$ cat config.mk
export PLATFORM = sky130hd
export DESIGN_NAME = estagio_if
export DESIGN_NICKNAME = d
export VERILOG_FILES = /design/src/rtl/estagio_if_pkg.sv /design/src/rtl/estagio_if_registrador_if_id.sv /design/src/rtl/estagio_if.sv
export SDC_FILE = /design/constraint.sdc
export NUM_CORES = 1
export LEC_CHECK = 0
export ABC_CLOCK_PERIOD_IN_PS = 4100
export BUFFER_PORTS_ARGS = -buffer_cell sky130_fd_sc_hd__buf_2
export CAP_MARGIN = 20
export CORE_AREA = 4 4 161 163
export DETAILED_ROUTE_END_ITERATION = 8
export DIE_AREA = 0 0 165 167
export PLACE_DENSITY_LB_ADDON = 0.2
export SLEW_MARGIN = 30
export SYNTH_ARGS = -nofsm -noshare
export SYNTH_HDL_FRONTEND = slang
export SYNTH_HIERARCHICAL = 1
export SYNTH_SLANG_ARGS = --single-unit
$ cat constraint.sdc
create_clock -name clock -period 4.1 [get_ports clock]
set_clock_uncertainty 0.15 [all_clocks]
set_input_delay 0.41 -clock clock [delete_from_list [all_inputs] [get_ports clock]]
set_output_delay 0.41 -clock clock [all_outputs]
set_load 0.02 [all_outputs]
$ cat src/rtl/estagio_if_pkg.sv
// Shared pipeline definitions: widths, NOP word, IF-stage states and the IF/ID payload.
package estagio_if_pkg;
  localparam int IW = 32;
  localparam int AW = 32;
  localparam logic [IW-1:0] NOP_WORD = 32'h0000_0000;  // sll $0,$0,0

  typedef enum logic [1:0] {
    INICIO   = 2'd0,
    ESPERA   = 2'd1,
    RETIDO   = 2'd2,
    DESCARTA = 2'd3
  } estado_e;

  typedef struct packed {
    logic [IW-1:0] instr;
    logic [AW-1:0] pc4;
    logic          valido;
  } ifid_t;

  function automatic logic [AW-1:0] alinha(input logic [AW-1:0] a);
    return {a[AW-1:2], 2'b00};
  endfunction
endpackage

$ cat src/rtl/estagio_if_registrador_if_id.sv
// Generic inter-stage register: flush beats load, load beats hold; resets to a bubble.
module registrador_if_id
  import estagio_if_pkg::*;
#(
  parameter logic [IW-1:0] NOP = NOP_WORD
) (
  input  logic  clk_i,
  input  logic  rst_n_i,
  input  logic  load_i,
  input  logic  flush_i,
  input  ifid_t d_i,
  output ifid_t q_o
);
  ifid_t q_q;

  always_ff @(posedge clk_i or negedge rst_n_i) begin
    if (!rst_n_i)     q_q <= '{instr: NOP, pc4: '0, valido: 1'b0};
    else if (flush_i) q_q <= '{instr: NOP, pc4: '0, valido: 1'b0};
    else if (load_i)  q_q <= d_i;
  end

  assign q_o = q_q;
endmodule

$ cat src/rtl/estagio_if.sv
// Instruction-fetch stage: PC, req/ack fetch FSM with a one-entry skid buffer, IF/ID register.
module estagio_if
  import estagio_if_pkg::*;
#(
  parameter logic [AW-1:0] PC_RESET = 32'h0000_0000,
  parameter logic [IW-1:0] NOP      = NOP_WORD
) (
  input  logic          clock,
  input  logic          reset_n,
  input  logic          stall,
  input  logic          desvio,
  input  logic [AW-1:0] alvo,
  output logic          imem_req,
  output logic [AW-1:0] imem_addr,
  input  logic          imem_ack,
  input  logic [IW-1:0] imem_dado,
  output logic [IW-1:0] instrucao,
  output logic [AW-1:0] PC4ID,
  output logic          valido
);
  estado_e       state_q, state_d;
  logic [AW-1:0] pc_q, pc_d;
  logic [AW-1:0] addr_q, addr_d;
  logic          req_q, req_d;
  logic [IW-1:0] buf_instr_q, buf_instr_d;
  logic [AW-1:0] buf_pc4_q, buf_pc4_d;

  logic          ifid_load, ifid_flush;
  ifid_t         ifid_d, ifid_q;
  logic          ack_v;
  logic [AW-1:0] alvo_a;

  // An ack is only meaningful while a request is outstanding.
  assign ack_v  = imem_ack & req_q;
  assign alvo_a = alinha(alvo);

  always_ff @(posedge clock or negedge reset_n) begin
    if (!reset_n) begin
      state_q     <= INICIO;
      pc_q        <= PC_RESET;
      addr_q      <= PC_RESET;
      req_q       <= 1'b0;
      buf_instr_q <= '0;
      buf_pc4_q   <= '0;
    end else begin
      state_q     <= state_d;
      pc_q        <= pc_d;
      addr_q      <= addr_d;
      req_q       <= req_d;
      buf_instr_q <= buf_instr_d;
      buf_pc4_q   <= buf_pc4_d;
    end
  end

  always_comb begin
    state_d     = state_q;
    pc_d        = pc_q;
    addr_d      = addr_q;
    req_d       = req_q;
    buf_instr_d = buf_instr_q;
    buf_pc4_d   = buf_pc4_q;
    ifid_load   = 1'b0;
    ifid_flush  = 1'b0;
    ifid_d      = '{instr: imem_dado, pc4: addr_q + 32'd4, valido: 1'b1};

    unique case (state_q)
      INICIO: begin
        state_d = ESPERA;
        req_d   = 1'b1;
        if (desvio) begin
          pc_d   = alvo_a;
          addr_d = alvo_a;
        end else begin
          addr_d = pc_q;
        end
      end

      ESPERA: begin
        if (desvio) begin
          pc_d        = alvo_a;
          ifid_flush  = 1'b1;
          buf_instr_d = '0;
          buf_pc4_d   = '0;
          // The address may not move mid-handshake: drain the old fetch first.
          if (ack_v) addr_d  = alvo_a;
          else       state_d = DESCARTA;
        end else if (ack_v && !stall) begin
          ifid_load = 1'b1;
          pc_d      = addr_q + 32'd4;
          addr_d    = addr_q + 32'd4;
        end else if (ack_v) begin
          buf_instr_d = imem_dado;
          buf_pc4_d   = addr_q + 32'd4;
          req_d       = 1'b0;
          state_d     = RETIDO;
        end else if (!stall) begin
          ifid_flush = 1'b1;
        end
      end

      RETIDO: begin
        if (desvio) begin
          pc_d        = alvo_a;
          ifid_flush  = 1'b1;
          buf_instr_d = '0;
          buf_pc4_d   = '0;
          req_d       = 1'b1;
          addr_d      = alvo_a;
          state_d     = ESPERA;
        end else if (!stall) begin
          ifid_d    = '{instr: buf_instr_q, pc4: buf_pc4_q, valido: 1'b1};
          ifid_load = 1'b1;
          pc_d      = pc_q + 32'd4;
          addr_d    = pc_q + 32'd4;
          req_d     = 1'b1;
          state_d   = ESPERA;
        end
      end

      DESCARTA: begin
        ifid_flush = 1'b1;
        if (desvio) pc_d = alvo_a;
        if (ack_v) begin
          addr_d  = desvio ? alvo_a : pc_q;
          state_d = ESPERA;
        end
      end

      default: state_d = INICIO;
    endcase
  end

  registrador_if_id #(.NOP(NOP)) u_if_id (
    .clk_i   (clock),
    .rst_n_i (reset_n),
    .load_i  (ifid_load),
    .flush_i (ifid_flush),
    .d_i     (ifid_d),
    .q_o     (ifid_q)
  );

  assign imem_req  = req_q;
  assign imem_addr = addr_q;
  assign instrucao = ifid_q.instr;
  assign PC4ID     = ifid_q.pc4;
  assign valido    = ifid_q.valido;
endmodule
Word-level counts from Yosys, hierarchy flattened:

Index checks and enable logic that the tools add are counted.

* word-level logic and storage cells: 86
* output and inout bits: 98
* bits of input ports: 69
* flip-flop bits (word level): 196

* equal/unequal tests: 14
* reduce and logical (&&, ||, !) cells: 12
* bitwise gates (word level): 1
* add/subtract/negate cells: 2
* mux-type cells: 48

Operator list (count)
* two-way mux 32 bit: 15
* two-way mux 65 bit: 5
* one-hot mux 32 bit (2 select lines): 2
* one-hot mux 32 bit (4 select lines): 1
* one-hot mux 32 bit (3 select lines): 1
* adder 32 x 3 -> 32 bit, second input constant: 2
* inequality test 3 bit, second input constant: 6
* two-way mux 2 bit: 7
* two-way mux 1 bit: 13
* inequality test 2 bit, second input constant: 5
* AND reduction 5 bit: 2
* one-hot mux 2 bit (4 select lines): 1
* AND reduction 4 bit: 2
* one-hot mux 1 bit (3 select lines): 2
* == test 2 bit, second input constant: 2
* nonzero test 2 bit: 2
* nonzero test 3 bit: 1
* == test 2 x 1 -> 1 bit, second input constant: 1
* logical NOT 2 bit: 1
* one-hot mux 1 bit (2 select lines): 1
* AND reduction 2 bit: 1
* OR reduction 2 bit: 1
* AND 1 bit: 1
* logical AND 1 bit: 1
* logical NOT 1 bit: 1

Longest topological paths before layout:

* depth after elaboration: 7
* mapped depth: 12
* mapped depth without buffers: 9

Cells and area by module:

The synthesis kept the hierarchy.

By module, submodules not included
* estagio_if: times used 1, cells an instance 1129, sequential area each 3278.1 um2, area each 8909.8 um2
* registrador_if_id: times used 1, cells an instance 209, sequential area each 1626.6 um2, area each 2667.6 um2

Least setup slack after synthesis:

Ideal clock, no wire load.

* path kind: in2reg
* start: input desvio
* end: register u_if_id.q_q, in the netlist u_if_id/q_o[53]
* setup slack: 1.336 ns
* setup time: 0.132 ns
* data required time: 3.818 ns
* data arrival time: 2.482 ns
* cell stages on the path: 12
* cells stage by stage: buf_2 > buf_1 > buf_2 > buf_1 > buf_1 > a31oi_1 > nor2_1 > nor2_1 > nor2_1 > buf_2 > clkbuf_1 > nor2_1

RTL lines
* start: declaration: RTL line estagio_if.sv:11 `input logic desvio,`
* two-way mux 1 bit, on equally long branches: RTL line estagio_if.sv:102, estagio_if.sv:79
* one-hot mux 1 bit (3 select lines) *: RTL line estagio_if.sv:66 `unique case (state_q)`
* net ifid_flush: RTL line estagio_if.sv:28 `logic ifid_load, ifid_flush;`
* two-way mux 65 bit or nonzero test 2 bit (tied branches)
* end signal: assignment: RTL line estagio_if_registrador_if_id.sv:17 `if (!rst_n_i) q_q <= '{instr: NOP, pc4: '0, valido: 1'b0};`
* end signal: assignment: RTL line estagio_if_registrador_if_id.sv:18 `else if (flush_i) q_q <= '{instr: NOP, pc4: '0, valido: 1'b0};`
* end signal: assignment: RTL line estagio_if_registrador_if_id.sv:19 `else if (load_i) q_q <= d_i;`
* end: declaration: RTL line estagio_if_registrador_if_id.sv:14 `ifid_t q_q;`

The timed path passes the listed nets; every way through them passes the cells marked *. The select of a mux whose other input is x is not followed.
A chain may end at the register's enable or synchronous reset.

Worst setup path after layout:

* start: register addr_q[2] (netlist: imem_addr[2])
* end: register addr_q[31] (netlist: imem_addr[31])

* word-level cells in the longest chain between the ends: 4

RTL lines
* start: declaration: RTL line estagio_if.sv:23 `logic [AW-1:0] addr_q, addr_d;`
* start signal: assignment: RTL line estagio_if.sv:48 `addr_q <= addr_d;`
* adder 32 x 3 -> 32 bit: RTL line estagio_if.sv:90 `addr_d = addr_q + 32'd4;`
* two-way mux 32 bit: RTL line estagio_if.sv:87 `end else if (ack_v && !stall) begin`
* two-way mux 32 bit: RTL line estagio_if.sv:79 `if (desvio) begin`
* one-hot mux 32 bit (4 select lines): RTL line estagio_if.sv:66

Every way passes these cells. The select of a mux whose other input is x is not followed.

==> metrics.yaml <==
postRouteAntennaNets: 0
async_flop_share: 1.00
p_leak_nw: 6.06
dr_total_vias: 10884
cts_tree: "done"
avgSynthCellArea_um2: 8.65
layout-drive-gt1-share: 0.174
n_antenna_cell: 0
grt_pass1_vias: 10208
cts_htree_levels: 4
end_kind: "flip-flop"
crit_fanout: 8
grt_antenna_before_repair: 0
cts_root_buf: "clkbuf_16"
routed_via_density: 6.11
wl_mm: 36.7
yosysSeqAreaShare: 0.424
reg2reg_depth: 6
die_x_um: 165
fin_nets: 1519
grt_pass1_wl_mm: 57.7
reg2reg_from: "imem_addr[2]$_DFFE_PN0P_"
path_clk_slew_ns: 0.09
cts_resized: 0
first_pass_iters: 6
wl_per_cell_um: 20.6
num_io_pins: 167
die_h_um: 167
synth_area_um2: 11600
core_area_um2: 24300
p_total_mw: 7.49
syn_nets: 1413
reg2reg_to: "imem_addr[31]$_DFFE_PN0P_"
rrSetupSlack_ns: 0.98
row_count: 57
numCtsBuffers: 17
post-route-period-util: 0.760
start_util: 0.476
outcome: "finished clean"
rsz0062_at_grt: "no"
post-dp-hpwl_mm: 24.3
regArea_um2: 4900
period_minus_slack_ns: 3.12
synth_flop_cell: "dfrtp_1"
multiInputGateArea_um2: 6170
hold_buffers: 1
nFillCells: 2246
synth_edf_count: 0
crit_required_ns: 4.27
synth_cell_type_count: 77
fmax_mhz: 321
numPortBuffers: 164
synthCells: 1338
grt_start_max_net_pins: 107
whs_endpoint: "buf_instr_q[25]$_DFFE_PN0P_"
gr-total-overflow: 0
drcViolationCount: 0
setup_viol: 0
syn2layout_area_growth_pct: 14.6
slew_viol_final: 0
yosys_warnings: 6
holdPathStages: 2
powerDensity_nw_per_um2: 564
gp_congestion: 0.939
drtIter0Drc: 1376
cts.sinks: 196
worstMarginPinSlew_ns: 0.867
cp-start-kind: "flip-flop"
dieArea_um2: 27600
hold_viol_final: 0
ir_drop_v: 0.000284
crit_type: "flip-flop to flip-flop"
cts_setup_buffers: 0
ys_ff_latch: 196
track_usage: 0.262
crit_arrival_ns: 3.29
hp-class: "primary input to flip-flop"
clk_latency_ns: 0.45
min_from: "imem_dado[25]"
relSlewSlack: 0.422
fin_setup_tns_ns: 0
clk_path_buf_depth: 2
cap_violations: 0
-- through the flow --
step | hold slack [ns] | std cells | instance area, µm² | worst slack (ns) | util
2_1_floorplan | -0.0356 | 1338 | 11600 | 1.34 | -
3_3_place_gp | 0.312 | 1748 | 12600 | 1.05 | 0.519
3_5_place_dp | 0.322 | 1748 | 12600 | 1.01 | 0.519
4_1_cts | 0.0177 | 1781 | 13300 | 0.996 | 0.545
5_1_grt | 0.0246 | 1781 | 13300 | 0.752 | 0.545
6_report | 0.0315 | 1781 | 13300 | 0.982 | 0.545
-- cell type report --
class | instances | area share
repair buffers | 195 | 0.0834
flip-flops and latches | 196 | 0.370
clock inverters | 14 | 0.0142
inverters | 12 | 0.00340
clock buffers | 18 | 0.0331
well taps | 324 | 0.0306
multi-input cells | 1022 | 0.466
-- per-layer routing --
metal,global-route usage,share of wire,vias up
li1,-,-,5022
met1,0.375,0.43,5295
met2,0.405,0.46,513
met3,0.0546,0.089,54
met4,0.0720,0.019,0
met5,0,0,-
-- power by group --
group | total (mW) | leakage (nW) | switching (mW) | internal, mW
logic | 3.00 | 3.12 | 1.97 | 1.03
registers | 2.73 | 2.64 | 0.516 | 2.21
clock network | 1.76 | 0.301 | 0.913 | 0.849
total | 7.48 | 6.06 | 3.40 | 4.09
-- state kept, by name, summed over array words and instances, names as in the netlist --
name / flops
buf_instr_q: 32
pc_q: 32
imem_req: 1
buf_pc4_q: 32
u_if_id/q_o: 65
imem_addr: 32
state_q: 2
-- kinds of logic (layout without fill, tap and decap cells) --
group,count (synthesis),after routing,share of synthesized area
compound gates,334,334,0.207
xor+xnor,30,30,0.0227
fa+ha+maj,6,6,0.00648
buf+inv,120,239,0.0484
flops,196,196,0.424
mux,85,85,0.0740
other cells,1,1,0.000324
simple gates,566,566,0.218
-- worst max-delay path, cell delays in order, from the launching register on --
cell and delay [ns]:
dfrtp_1 0.55, nand3_1 0.32, or4_4 0.62, nor4_2 0.44
xor2_1 0.22, a2111oi_0 0.57, o21ai_1 0.11
-- cell usage in the layout, fill, tap and decap left out, types with 6 or more instances in the layout --
cell	n
a22o_1	59
xor2_1	17
nand4_1	21
nand3_1	48
inv_1	11
a21oi_1	50
nand2b_1	20
o211ai_1	26
o21a_1	19
buf_2	162
o2111ai_1	6
nor2_1	197
o31a_1	6
clkinv_8	8
buf_4	28
nor4_1	17
a31oi_1	14
a21o_1	9
a221oi_1	8
and3_1	8
clkbuf_16	17
o21ai_0	64
o311ai_0	6
nand2_1	198
o31ai_1	6
xnor2_1	13
dfrtp_1	196
nor3_1	14
mux2i_1	80
-- how the worst max path moves through the flow --
stage	from	to	cells past startpoint
after floorplan	desvio	u_if_id/q_o[53]$_DFFE_PN0P_	12
after global placement	desvio	u_if_id/q_o[47]$_DFFE_PN0P_	7
after detailed placement	imem_addr[2]$_DFFE_PN0P_	imem_addr[31]$_DFFE_PN0P_	6
after CTS	state_q[1]$_DFFE_PN0P_	u_if_id/q_o[46]$_DFFE_PN0P_	9
after global routing	imem_addr[2]$_DFFE_PN0P_	u_if_id/q_o[31]$_DFFE_PN0P_	9
final	imem_addr[2]$_DFFE_PN0P_	imem_addr[31]$_DFFE_PN0P_	6
-- cells in the mapped netlist, types with 5 or more instances --
master     count  area share
buf_2         12      0.0052
nand2b_1      20       0.011
a21oi_1       50       0.022
o31a_1         6      0.0045
xor2_1        17       0.013
o211ai_1      26       0.017
o2111ai_1      6      0.0045
a21o_1         9      0.0058
o22ai_1        6      0.0032
nor4_1        17      0.0092
o21a_1        19       0.012
o311ai_0       6      0.0045
and3_1         8      0.0043
xnor2_1       13      0.0098
clkbuf_1      72       0.023
o211a_1        5      0.0043
o31ai_1        6      0.0039
a31oi_1       14      0.0076
mux2i_1       80       0.069
o221ai_1       5      0.0038
a22o_1        59       0.045
buf_12         5      0.0086
buf_1         15      0.0049
nand4_1       21       0.011
ha_1           6      0.0065
nand2_1      199       0.065
and2_1         5      0.0027
nor3_1        16      0.0069
a221o_1        5      0.0043
a221oi_1       9      0.0068
nor2b_1        5      0.0027
o21ai_0       64       0.028
or3_1          5      0.0027
dfrtp_1      196        0.42
inv_1         11      0.0036
nand3_1       48       0.021
mux2_2         5      0.0049
nor2_1       199       0.065
Power figures use the tool's default switching activity.
